==> config.mk <==
export PLATFORM = sky130hd
export DESIGN_NAME = uart_fifo_tx
export DESIGN_NICKNAME = d
export VERILOG_FILES = /design/src/rtl/uart_fifo_tx.sv
export SDC_FILE = /design/constraint.sdc
export NUM_CORES = 1
export LEC_CHECK = 0
export ABC_AREA = 1
export CAP_MARGIN = 20
export CORE_MARGIN = 2
export CORE_UTILIZATION = 44
export CTS_BUF_LIST = sky130_fd_sc_hd__clkbuf_4
export CTS_CLUSTER_DIAMETER = 60
export DETAILED_ROUTE_END_ITERATION = 10
export PLACE_DENSITY = 0.66
export SETUP_SLACK_MARGIN = 0.02
export SYNTH_ARGS = -nofsm -noshare
export SYNTH_HDL_FRONTEND = slang
export SYNTH_SLANG_ARGS = --single-unit
==> constraint.sdc <==
create_clock -name clk -period 3.35 [get_ports clk]
set_input_delay 0.67 -clock clk [delete_from_list [all_inputs] [get_ports clk]]
set_output_delay 0.67 -clock clk [all_outputs]
set_load 0.02 [all_outputs]
==> src/rtl/uart_fifo_tx.sv <==
// ============================================================================
// Module      : uart_fifo_tx
// Description : UART transmitter that pulls bytes from a registered-output FIFO
//               and sends 8N1 frames (8E1 when UART_TX_PARITY_EN is defined).
// Revision    : 1.0 - initial release
// ============================================================================
`default_nettype none

module uart_fifo_tx #(
    parameter int CLKS_PER_BIT = 434
) (
    input  logic       clk,
    input  logic       rst_n,
    input  logic       tx_en,
    input  logic       fifo_empty,
    input  logic [7:0] fifo_data,
    output logic       fifo_rd_en,
    output logic       tx,
    output logic       busy,
    output logic       tx_done
);

    localparam logic [15:0] c_LAST = 16'(CLKS_PER_BIT - 1);

    typedef enum logic [2:0] {
        IDLE   = 3'd0,
        READ   = 3'd1,
        LOAD   = 3'd2,
        START  = 3'd3,
        DATA   = 3'd4,
`ifdef UART_TX_PARITY_EN
        PARITY = 3'd5,
`endif
        STOP   = 3'd6
    } state_t;

    state_t      r_state;
    state_t      w_state_next;
    logic [15:0] r_cnt;
    logic [15:0] w_cnt_next;
    logic [2:0]  r_idx;
    logic [2:0]  w_idx_next;
    logic [7:0]  r_shift;
    logic [7:0]  w_shift_next;
    logic        r_armed;
    logic        r_tx;
    logic        w_tx_next;
    logic        r_rd_en;
    logic        r_busy;
    logic        r_done;
    logic        w_bit_last;

    assign w_bit_last = (r_cnt == c_LAST);

    always_comb begin
        w_state_next = r_state;
        w_cnt_next   = r_cnt;
        w_idx_next   = r_idx;
        w_shift_next = r_shift;
        case (r_state)
            IDLE: begin
                // r_armed holds off the first fetch by one edge after reset release
                if (r_armed && tx_en && !fifo_empty) begin
                    w_state_next = READ;
                end
            end
            READ: begin
                w_state_next = LOAD;
            end
            LOAD: begin
                w_shift_next = fifo_data;
                w_cnt_next   = 16'd0;
                w_state_next = START;
            end
            START: begin
                if (w_bit_last) begin
                    w_cnt_next   = 16'd0;
                    w_idx_next   = 3'd0;
                    w_state_next = DATA;
                end else begin
                    w_cnt_next = r_cnt + 16'd1;
                end
            end
            DATA: begin
                if (w_bit_last) begin
                    w_cnt_next = 16'd0;
                    if (r_idx == 3'd7) begin
`ifdef UART_TX_PARITY_EN
                        w_state_next = PARITY;
`else
                        w_state_next = STOP;
`endif
                    end else begin
                        w_idx_next = r_idx + 3'd1;
                    end
                end else begin
                    w_cnt_next = r_cnt + 16'd1;
                end
            end
`ifdef UART_TX_PARITY_EN
            PARITY: begin
                if (w_bit_last) begin
                    w_cnt_next   = 16'd0;
                    w_state_next = STOP;
                end else begin
                    w_cnt_next = r_cnt + 16'd1;
                end
            end
`endif
            STOP: begin
                if (w_bit_last) begin
                    w_cnt_next = 16'd0;
                    if (tx_en && !fifo_empty) begin
                        w_state_next = READ;
                    end else begin
                        w_state_next = IDLE;
                    end
                end else begin
                    w_cnt_next = r_cnt + 16'd1;
                end
            end
            default: begin
                w_state_next = IDLE;
            end
        endcase
    end

    // Outputs are registered from the next-state view so they align with the state
    always_comb begin
        w_tx_next = 1'b1;
        case (w_state_next)
            START:   w_tx_next = 1'b0;
            DATA:    w_tx_next = w_shift_next[w_idx_next];
`ifdef UART_TX_PARITY_EN
            PARITY:  w_tx_next = ^w_shift_next;
`endif
            default: w_tx_next = 1'b1;
        endcase
    end

    always_ff @(posedge clk or negedge rst_n) begin
        if (!rst_n) begin
            r_state <= IDLE;
            r_cnt   <= 16'd0;
            r_idx   <= 3'd0;
            r_shift <= 8'd0;
            r_armed <= 1'b0;
            r_tx    <= 1'b1;
            r_rd_en <= 1'b0;
            r_busy  <= 1'b0;
            r_done  <= 1'b0;
        end else begin
            r_state <= w_state_next;
            r_cnt   <= w_cnt_next;
            r_idx   <= w_idx_next;
            r_shift <= w_shift_next;
            r_armed <= 1'b1;
            r_tx    <= w_tx_next;
            r_rd_en <= (w_state_next == READ);
            r_busy  <= (w_state_next != IDLE);
            r_done  <= (w_state_next == STOP) && (w_cnt_next == c_LAST);
        end
    end

    assign tx         = r_tx;
    assign fifo_rd_en = r_rd_en;
    assign busy       = r_busy;
    assign tx_done    = r_done;

endmodule

`default_nettype wire

==> flow_metrics.tcl <==
set metrics [dict create \
    via_per_inst 4.99 \
    synthMuxAreaShare_pct 0 \
    wl_per_cell_um 12.0 \
    post_synth_fa_ha_maj_area_fraction_pct 1.81 \
    core-area_mm2 0.00444 \
    cts_buffers 5 \
    yosys_register_bits 35 \
    dp_slack_ns 1.28 \
    path_cells "clkdlybuf4s50_1" \
    die_w_um 72.6 \
    fin_crit_ns 2.15 \
    synth.largest_area_cell "dfrtp_1" \
    fin_area_mm2 0.00236 \
    slew_violations 0 \
    grt_overflow 0 \
    critPathMaxFanout 1 \
    ys_types 33 \
    drt_first_pass_iters 4 \
    rsz0062_at_grt "no" \
    synth_common_cells "nand2_1, inv_1, dfrtp_1, nand3_1, nor2_1" \
    cp.arrival_ns 1.48 \
    syn_area_per_cell_um2 7.39 \
    die_y_um 72.6 \
    synth-simple-area-share_pct 39.1 \
    cts_tree "done" \
    gp_congestion 0.812 \
    dp.cells 348 \
    place.port_buffers 15 \
    crit_buf_inv 1 \
    path_clk_slew_ns 0.11 \
    worstPathRequired_ns 2.68 \
    antenna_found_initial 0 \
    ys_seq_area_share_pct 42.4 \
    worstHoldPathType "reg -> reg" \
    root_buffer "clkbuf_4" \
    drc_errors 0 \
    fmax_mhz 465 \
    insertion_delay_ns 0.35 \
    setup_tns_ns 0 \
    synth_fp_nets 295 \
    r2r_setup_slack_ns 1.30 \
    crit_cells 1 \
    crit_path_max_incr_delay_ns 0.59 \
    r2r_cells 12 \
    place_area_mm2 0.00229 \
    nFillCells 449 \
    clock-sinks 35 \
    holdWs_ns 0.490 \
    p_leak_nw 1.13 \
    grt_pass1_wl_um 7760 \
    n_antenna_cell 0 \
    grtUsageTotal_pct 18.9 \
    drtIter0Drc 132 \
    vias 1783 \
    area_delta_synth_final_pct 14.1 \
    r2r-end "tx_done" \
    period_share_pct 64.2 \
    synth_top_family_by_area "simple AND/OR/NAND/NOR gates" \
    cts_max_level 2 \
    reg2reg_from "r_state[2]" \
    setup_viol 0 \
    nets 319 \
    yosysMostFrequentCell "nand2_1" \
    synth_area_mm2 0.00207 \
    grt_pass1_vias 1749 \
    cts.path.max_buffers 2 \
    synth_edf_count 0 \
    rows 24 \
    async_flop_share_pct 100 \
    syn_inst 280 \
    power.total_mw 0.700 \
    start_kind "register" \
    synth_area_leaders "dfrtp_1, nand2_1, nand3_1" \
    die-area_mm2 0.00527 \
    utilization_pct 53.1 \
    start_util_pct 46.6 \
    cts_resized 0 \
    cp_slowest_cell "clkdlybuf4s50_1" \
    end_kind "output pin" \
    drt_wl_total_um 4280 \
    drv_cap 0 \
    grt_max_degree 23 \
    critPathLaunch "tx" \
    yosys_warnings 0 \
    drive_above_1_share_pct 13.8 \
    worstSetupPathType "reg -> out" \
    fin_ws_ns 1.20 \
    hold_viol 0 \
    cp-endpoint "tx" \
    synth_compound_area_share_pct 6.05 \
    ant_nets 0 \
    status "completed" \
    power.density_mw_per_mm2 297 \
    finalNonFillerCells 357 \
    ir_drop_mv 0.183 \
    synth_xor_area_share_pct 1.69 \
    synth_top_area_share_pct 41.1 \
    cts_setup_buffers 0 \
    hold_buffers 0 \
    io_pins 16 \
    synth_ff_type "dfrtp_1" \
    fin_skew_ns 0.00968 \
    worst_path_dominant_cell_family "buffers and inverters" \
    hpwl_um 3270 \
]
## logic make-up after synthesis
group,count (synthesis)
other,1
adder cells (fa/ha/maj),3
AND/OR/NAND/NOR,169
buffers and inverters,46
flip-flops,35
XOR/XNOR,4
AO/OA/AOI/OAI,22
## layout by cell type, fill, tap and decap left out, types with 3 or more instances in the layout
| master | Yosys | final |
|---|---|---|
| o21ai_0 | 9 | 9 |
| nor3_1 | 3 | 3 |
| clkbuf_4 | 0 | 5 |
| inv_1 | 37 | 37 |
| nand3_1 | 34 | 34 |
| nor2_1 | 21 | 21 |
| nor2_2 | 7 | 7 |
| nand4_1 | 6 | 6 |
| ha_1 | 3 | 3 |
| nand2_2 | 5 | 5 |
| o22ai_1 | 3 | 3 |
| nand3_2 | 4 | 4 |
| o21ai_1 | 4 | 4 |
| inv_2 | 5 | 5 |
| clkdlybuf4s50_1 | 0 | 15 |
| nand2_1 | 80 | 80 |
| dfrtp_1 | 34 | 34 |
| nor2_4 | 3 | 3 |
## power breakdown
group | leakage [nW] | switching (mW) | internal [mW]
Combinational | 0.681 | 0.0157 | 0.0178
Sequential | 0.426 | 0.00139 | 0.428
Clock | 0.0272 | 0.158 | 0.0800
Total | 1.13 | 0.175 | 0.526
## final cells by class
cell class	instances	area (µm²)	share of cell area (%)
Sequential cell	35	877	37.1
Clock inverter	3	20.0	0.848
Multi-Input combinational cell	199	1010	42.8
Tap cell	52	65.1	2.76
Clock buffer	5	37.5	1.59
Timing Repair Buffer	18	180	7.63
Inverter	45	171	7.26
## worst min path at each step
stage / startpoint / end / slack, ns / depth (start not counted)
floorplan: rst_n / busy / 0.37 / 0
global placement: r_shift[2] / r_shift[2] / 0.46 / 2
detailed placement: r_shift[6] / r_shift[6] / 0.46 / 2
CTS: r_shift[6] / r_shift[6] / 0.50 / 2
global route: r_shift[0] / r_shift[0] / 0.51 / 2
finish: r_shift[6] / r_shift[6] / 0.49 / 2
## per-layer routing
layer / vias to the layer above / global-route usage, % / wire length, µm
li1: 936 / - / -
met5: - / 0 / 0
met3: 6 / 5.52 / 170
met1: 804 / 24.7 / 2060
met2: 37 / 31.2 / 2010
met4: 0 / 4.32 / 46
## state kept, by name (all words and copies together) (netlist names)
register / cells
r_state: 3
tx_done: 1
busy: 1
tx: 1
r_shift: 8
r_cnt: 16
fifo_rd_en: 1
r_idx: 3
r_armed: 1
No activity file was read; power rests on OpenSTA's default activity.
